File: src/rtl/load_store_unit.sv
// Load/store unit: turns a one-shot load/store command from the control unit into
// a single held memory request, with timeout abort and a completion handshake.
module load_store_unit #(
  parameter int unsigned ADDR_W  = 8,
  parameter int unsigned DATA_W  = 16,
  parameter int unsigned TIMEOUT = 15
) (
  input  logic              clk,
  input  logic              reset,
  input  logic [1:0]        en_ls,
  input  logic [DATA_W-1:0] addr,
  input  logic [DATA_W-1:0] store_data,
  output logic [DATA_W-1:0] load_data,
  output logic              ls_done,
  output logic              ls_err,
  output logic              mem_req,
  output logic              mem_we,
  output logic [ADDR_W-1:0] mem_addr,
  output logic [DATA_W-1:0] mem_wdata,
  input  logic [DATA_W-1:0] mem_rdata,
  input  logic              mem_ready
);

  localparam int unsigned     CNT_W    = 8;
  localparam logic [CNT_W-1:0] CNT_LAST = CNT_W'(TIMEOUT - 1);

  localparam logic [1:0] CMD_LOAD  = 2'b01;
  localparam logic [1:0] CMD_STORE = 2'b10;
  localparam logic [1:0] CMD_NONE  = 2'b00;

  typedef enum logic [1:0] {
    S_IDLE,
    S_REQ,
    S_DONE,
    S_HOLD
  } state_t;

  state_t             state_q, state_d;
  logic               we_q, we_d;
  logic [ADDR_W-1:0]  addr_q, addr_d;
  logic [DATA_W-1:0]  wdata_q, wdata_d;
  logic [DATA_W-1:0]  load_data_q, load_data_d;
  logic [CNT_W-1:0]   cnt_q, cnt_d;
  logic               abort_q, abort_d;

  // Upper address bits are intentionally ignored; the memory is ADDR_W wide.
  logic unused_addr_c;
  assign unused_addr_c = ^addr;

  // State and datapath registers, synchronous active-low reset.
  always_ff @(posedge clk) begin
    if (!reset) begin
      state_q     <= S_IDLE;
      we_q        <= 1'b0;
      addr_q      <= '0;
      wdata_q     <= '0;
      load_data_q <= '0;
      cnt_q       <= '0;
      abort_q     <= 1'b0;
    end else begin
      state_q     <= state_d;
      we_q        <= we_d;
      addr_q      <= addr_d;
      wdata_q     <= wdata_d;
      load_data_q <= load_data_d;
      cnt_q       <= cnt_d;
      abort_q     <= abort_d;
    end
  end

  // Next-state and datapath update.
  always_comb begin
    state_d     = state_q;
    we_d        = we_q;
    addr_d      = addr_q;
    wdata_d     = wdata_q;
    load_data_d = load_data_q;
    cnt_d       = cnt_q;
    abort_d     = abort_q;

    unique case (state_q)
      S_IDLE: begin
        cnt_d   = '0;
        abort_d = 1'b0;
        if (en_ls == CMD_LOAD || en_ls == CMD_STORE) begin
          we_d    = (en_ls == CMD_STORE);
          addr_d  = addr[ADDR_W-1:0];
          wdata_d = store_data;
          state_d = S_REQ;
        end
      end
      S_REQ: begin
        // A ready on the last allowed cycle still wins over the abort.
        if (mem_ready) begin
          if (!we_q) begin
            load_data_d = mem_rdata;
          end
          abort_d = 1'b0;
          state_d = S_DONE;
        end else if (cnt_q == CNT_LAST) begin
          abort_d = 1'b1;
          state_d = S_DONE;
        end else begin
          cnt_d = cnt_q + CNT_W'(1);
        end
      end
      S_DONE: begin
        state_d = S_HOLD;
      end
      S_HOLD: begin
        // Wait for the command to drop so a stale en_ls cannot retrigger.
        if (en_ls == CMD_NONE) begin
          state_d = S_IDLE;
        end
      end
      default: begin
        state_d = S_IDLE;
      end
    endcase
  end

  // Outputs come straight from registers or a decode of the state register.
  assign mem_req   = (state_q == S_REQ);
  assign ls_done   = (state_q == S_DONE);
  assign ls_err    = (state_q == S_DONE) && abort_q;
  assign mem_we    = we_q;
  assign mem_addr  = addr_q;
  assign mem_wdata = wdata_q;
  assign load_data = load_data_q;

endmodule

File: config.mk
export PLATFORM = sky130hd
export DESIGN_NAME = load_store_unit
export DESIGN_NICKNAME = d
export VERILOG_FILES = /design/src/rtl/load_store_unit.sv
export SDC_FILE = /design/constraint.sdc
export NUM_CORES = 1
export LEC_CHECK = 0
export CORE_UTILIZATION = 46
export CTS_BUF_LIST = sky130_fd_sc_hd__clkbuf_8
export DETAILED_ROUTE_END_ITERATION = 16
export PLACE_DENSITY_LB_ADDON = 0.08
export RECOVER_POWER = 100
export SYNTH_ARGS = -nofsm -noshare
export SYNTH_HDL_FRONTEND = slang
export SYNTH_SLANG_ARGS = --single-unit
File: constraint.sdc
create_clock -name clk -period 2.5 [get_ports clk]
set_input_delay 0.5 -clock clk [delete_from_list [all_inputs] [get_ports clk]]
set_output_delay 0.5 -clock clk [all_outputs]
set_load 0.005 [all_outputs]
== Word level (Yosys, flattened, before mapping) ==
Index checks and enable logic that the tools add are counted.
W data, S select, Z words.
Storage, ports and cells
  register bits: 52
  output and inout bits: 44
  word-level logic and storage cells: 41
Cells by class
  add/sub/neg operators: 1
  equal/unequal tests: 11
  muxes and demuxes: 11
  bitwise operators: 1
  reductions and logical operators: 10
Operators with widths (count)
  $mux W8: 2
  $pmux W8 S2: 1
  $reduce_and A3 Y1: 3
  $add A8 B1 Y8 const B: 1
  $eq A8 B4 Y1 const B: 1
  $mux W2: 4
  $ne A2 B2 Y1 const B: 4
  $pmux W2 S4: 1
  $eq A2 B2 Y1 const B: 3
  $eq A2 B1 Y1 const B: 2
  $logic_not A2 Y1: 2
  $reduce_and A2 Y1: 2
  $ne A3 B1 Y1 const B: 1
  $mux W1: 2
  $pmux W1 S2: 1
  $reduce_bool A2 Y1: 1
  $logic_and A1 B1 Y1: 1
  $logic_or A1 B1 Y1: 1
  $not A1 Y1: 1

== Longest topological paths before layout ==
  word-level depth: 4
  gate-level depth with buffers: 9
  gate-level depth less buffers: 6

== Worst setup path after synthesis ==
Ideal clock, no wire load.
  path kind: reg2reg
  start: reg state_q[1]
  end: reg load_data_q[14] (netlist: load_data[14])
  setup time: 132 ps
  data arrival time: 1476 ps
  data required time: 2368 ps
  path slack: 891 ps
  cell stages (with the launch flop): 10
  clock period less this slack: 1609 ps
  cells stage by stage: dfxtp_1 inv_1 ha_1 buf_2 nand2_1 or2_2 clkbuf_1 buf_2 nand2_1 a21oi_1
Between the ends
  cells in the longest elaborated chain, start to end: 2
Ends and longest elaborated chain
  start: declaration: line 38  | state_t state_q, state_d;
  start signal: assignment: line 61  | state_q <= state_d;
  $eq A2 B1 Y1
  net mem_req: line 16  | output logic mem_req,
  $reduce_and A3 Y1 (no source line)
  end signal: assignment: line 65  | load_data_q <= load_data_d;
  end: declaration: line 42  | logic [DATA_W-1:0] load_data_q, load_data_d;
The timed path passes the listed nets, and every way through them passes these cells.
A chain may end at the register's enable or synchronous reset.

== Final worst setup path ==
  start: reg state_q[0]
  end: out ls_err
Between the ends
  cells in the longest elaborated chain, start to end: 2
Ends and longest elaborated chain
  $eq A2 B2 Y1: line 125  | assign ls_err = (state_q == S_DONE) && abort_q;
  $logic_and A1 B1 Y1: line 125
  end: declaration: line 15  | output logic ls_err,
No other way between the ends.

==> flow_summary.ini <==
[setup_path]
path_max_fanout = 3
crit_slowest_cell = dlygate4sd3_1
worstSetupPathType = register to primary output
required_ps = 2000
critPathTopFamily = buffers and inverters
startpoint_type = register
cp.buffers_inverters = 2
arrival_ps = 1700
worstPathCellList = inv_1 > ha_1 > and2_1 > dlygate4sd3_1
cpPeakStageDelay_ps = 560
cp-end-kind = primary output

[clock_network]
cts_root_buf = clkbuf_8
clock-sinks = 52
clk_latency_ps = 290
htree_levels = 2
cts_tree = built
cts_made_buffers = 5
clk_transition_reported_paths_ps = 90
clockBufferDepth = 2
post_cts_buffers = 0
cts_resized = 0
cts_hold_buf = 0

[drt]
drt_pass1_iterations = 4
drt.antenna.violating_nets = 0
remaining_drc_errors = 0
wl_per_cell_um = 11.7
vias = 2022
post_drt_via_cell_ratio = 4.96
drt_iter0_drc = 81
wl_um = 4790

[power]
leakagePower_uw = 0.00134
p_clk_frac = 0.205
p_int_uw = 1580
power.density_mw_per_mm2 = 741
p_switching_uw = 772
p_sw_frac = 0.328
finalPower_uw = 2350
combPwrFrac = 0.365
max-vdd-ir-drop_mv = 0.518
seq_power_share = 0.431

[placed_design]
placed_cell_area_mm2 = 0.00309
hpwl_um = 3500
place.gp.congestion = 0.854
port_buffers = 88

[global_routing]
grt_pass1_wl_um = 8160
grt_max_degree = 35
grt_pass1_vias = 1849
antenna_found_initial = 0
grt_usage = 0.205
grt_overflow_total = 0

[final_layout]
fillers = 366
diodes = 0
nets = 416
seqCellArea_mm2 = 0.00104
drive_above_1_share = 0.0534
multi_input_area_um2 = 990
syn_to_final_growth_pct = 48.7
final_area_mm2 = 0.00317
fin_util = 0.719

[synth]
syn_nets = 328
syn_inst = 267
synth_top_area_share = 0.488
avgSynthCellArea_um2 = 7.99
synth_seq_cells = 52
synth_area_leader_cell = dfxtp_1
netlist-cell-type-count = 33
ys_warn_count = 0
ys_seq_area_frac = 0.488
synth_area_mm2 = 0.00213
synth_area_leaders = dfxtp_1 (49%), nand2_1 (16%), a21oi_1 (10%)

[floorplan]
pin_count = 97
dieArea_mm2 = 0.00492
core_mm2 = 0.00441
rows = 24
start_util = 0.484
die_h_um = 70.1
die_x_um = 70.1

[timing]
min_period_ps = 2200
slew_violations = 0
maxSlewHeadroom = 0.425
rsz0062_at_grt = false
min_period_over_period = 0.879
tns_ps = 0
finalHoldViolations = 0
setup-violations-final = 0
worst_slew_pin_slew_ps = 863
whs_ps = 452
fmax_mhz = 455
clock_skew_ps = 5.52

[status]
status = finished, final reports clean

[job]
maxCapViolations = 0

[worst_hold_path]
min_path_type = register to register
## metal layers
layer	vias up	track usage	part of all wire
li1	1056	-	-
met1	891	0.256	0.44
met2	67	0.330	0.47
met3	8	0.0693	0.069
met4	0	0.0689	0.018
met5	-	0	0
## stage by stage
step           cells  worst slack (ps)
3_3_place_gp     400               453
5_1_grt          408               184
6_report         408               302
3_5_place_dp     400               451
2_1_floorplan    267               891
4_1_cts          408               339
## final timing paths
check	start	end	slack [ps]	cells after the start
worst max register to register	state_q[1]	cnt_q[0]	470	6
worst min register to register	mem_wdata[3]	mem_wdata[3]	450	2
worst min-delay path	mem_wdata[3]	mem_wdata[3]	450	2
worst max-delay path	state_q[0]	ls_err	300	4
## cells in the final DEF, fill, tap and decap left out, drive strengths merged, types with 4 or more instances in the layout
cell / n
nand2: 91
dfxtp: 52
dlygate4sd3: 46
a21oi: 44
clkdlybuf4s50: 42
inv: 11
ha: 8
clkbuf: 8
nor2: 6
buf: 6
nand3: 5
nand2b: 4
## final cells by class
cell class / instances / share of cell area
sequential: 52 / 0.328
multi-input combinational: 190 / 0.312
timing repair buffer: 96 / 0.298
clock buffer: 6 / 0.0260
tap: 52 / 0.0205
inverter: 10 / 0.0118
clock inverter: 2 / 0.00355
## kinds of logic after synthesis
logic type / Yosys count / synth area share
AND/OR/NAND/NOR: 120 / 0.243
AO/OA/AOI/OAI: 58 / 0.156
flip-flops: 52 / 0.488
buffers and inverters: 25 / 0.0469
adder cells (fa/ha/maj): 8 / 0.0469
multiplexers: 4 / 0.0199
## power groups by stage
stage                     registers (µW)  clock network (µW)  logic (µW)
after floorplan                     1040                   0         483
after global placement              1030                   0         916
after detailed placement            1040                   0         922
after CTS                           1020                 504         927
after global routing                1030                 536         970
final                               1010                 481         858
## flip-flops by register name, summed over array words and instances (netlist names)
register   flops
abort_q        1
mem_addr       8
mem_we         1
mem_wdata     16
state_q        2
cnt_q          8
load_data     16
## synthesized netlist by cell type, drive strengths merged
library cell / number
a311oi: 1
a31oi: 1
mux2i: 2
a211oi: 2
nor2: 6
nand2b: 4
inv: 10
mux2: 2
and3: 2
nand4: 1
buf: 6
nor4: 1
and2: 3
a22oi: 1
a31o: 1
ha: 8
a41o: 1
nor3: 3
dfxtp: 52
nor4b: 1
a21o: 2
nand4b: 1
nand3: 5
clkbuf: 9
or2: 2
a21oi: 44
o21a: 1
o21ai: 3
a32oi: 1
nand2: 91
## worst reg2reg max path, stage by stage (launching register included)
cell	delay [ps]
dfxtp_1	340
inv_1	90
ha_1	340
nand2b_1	180
a21oi_1	550
mux2_2	400
nor2_1	70
Power figures use the tool's default switching activity.
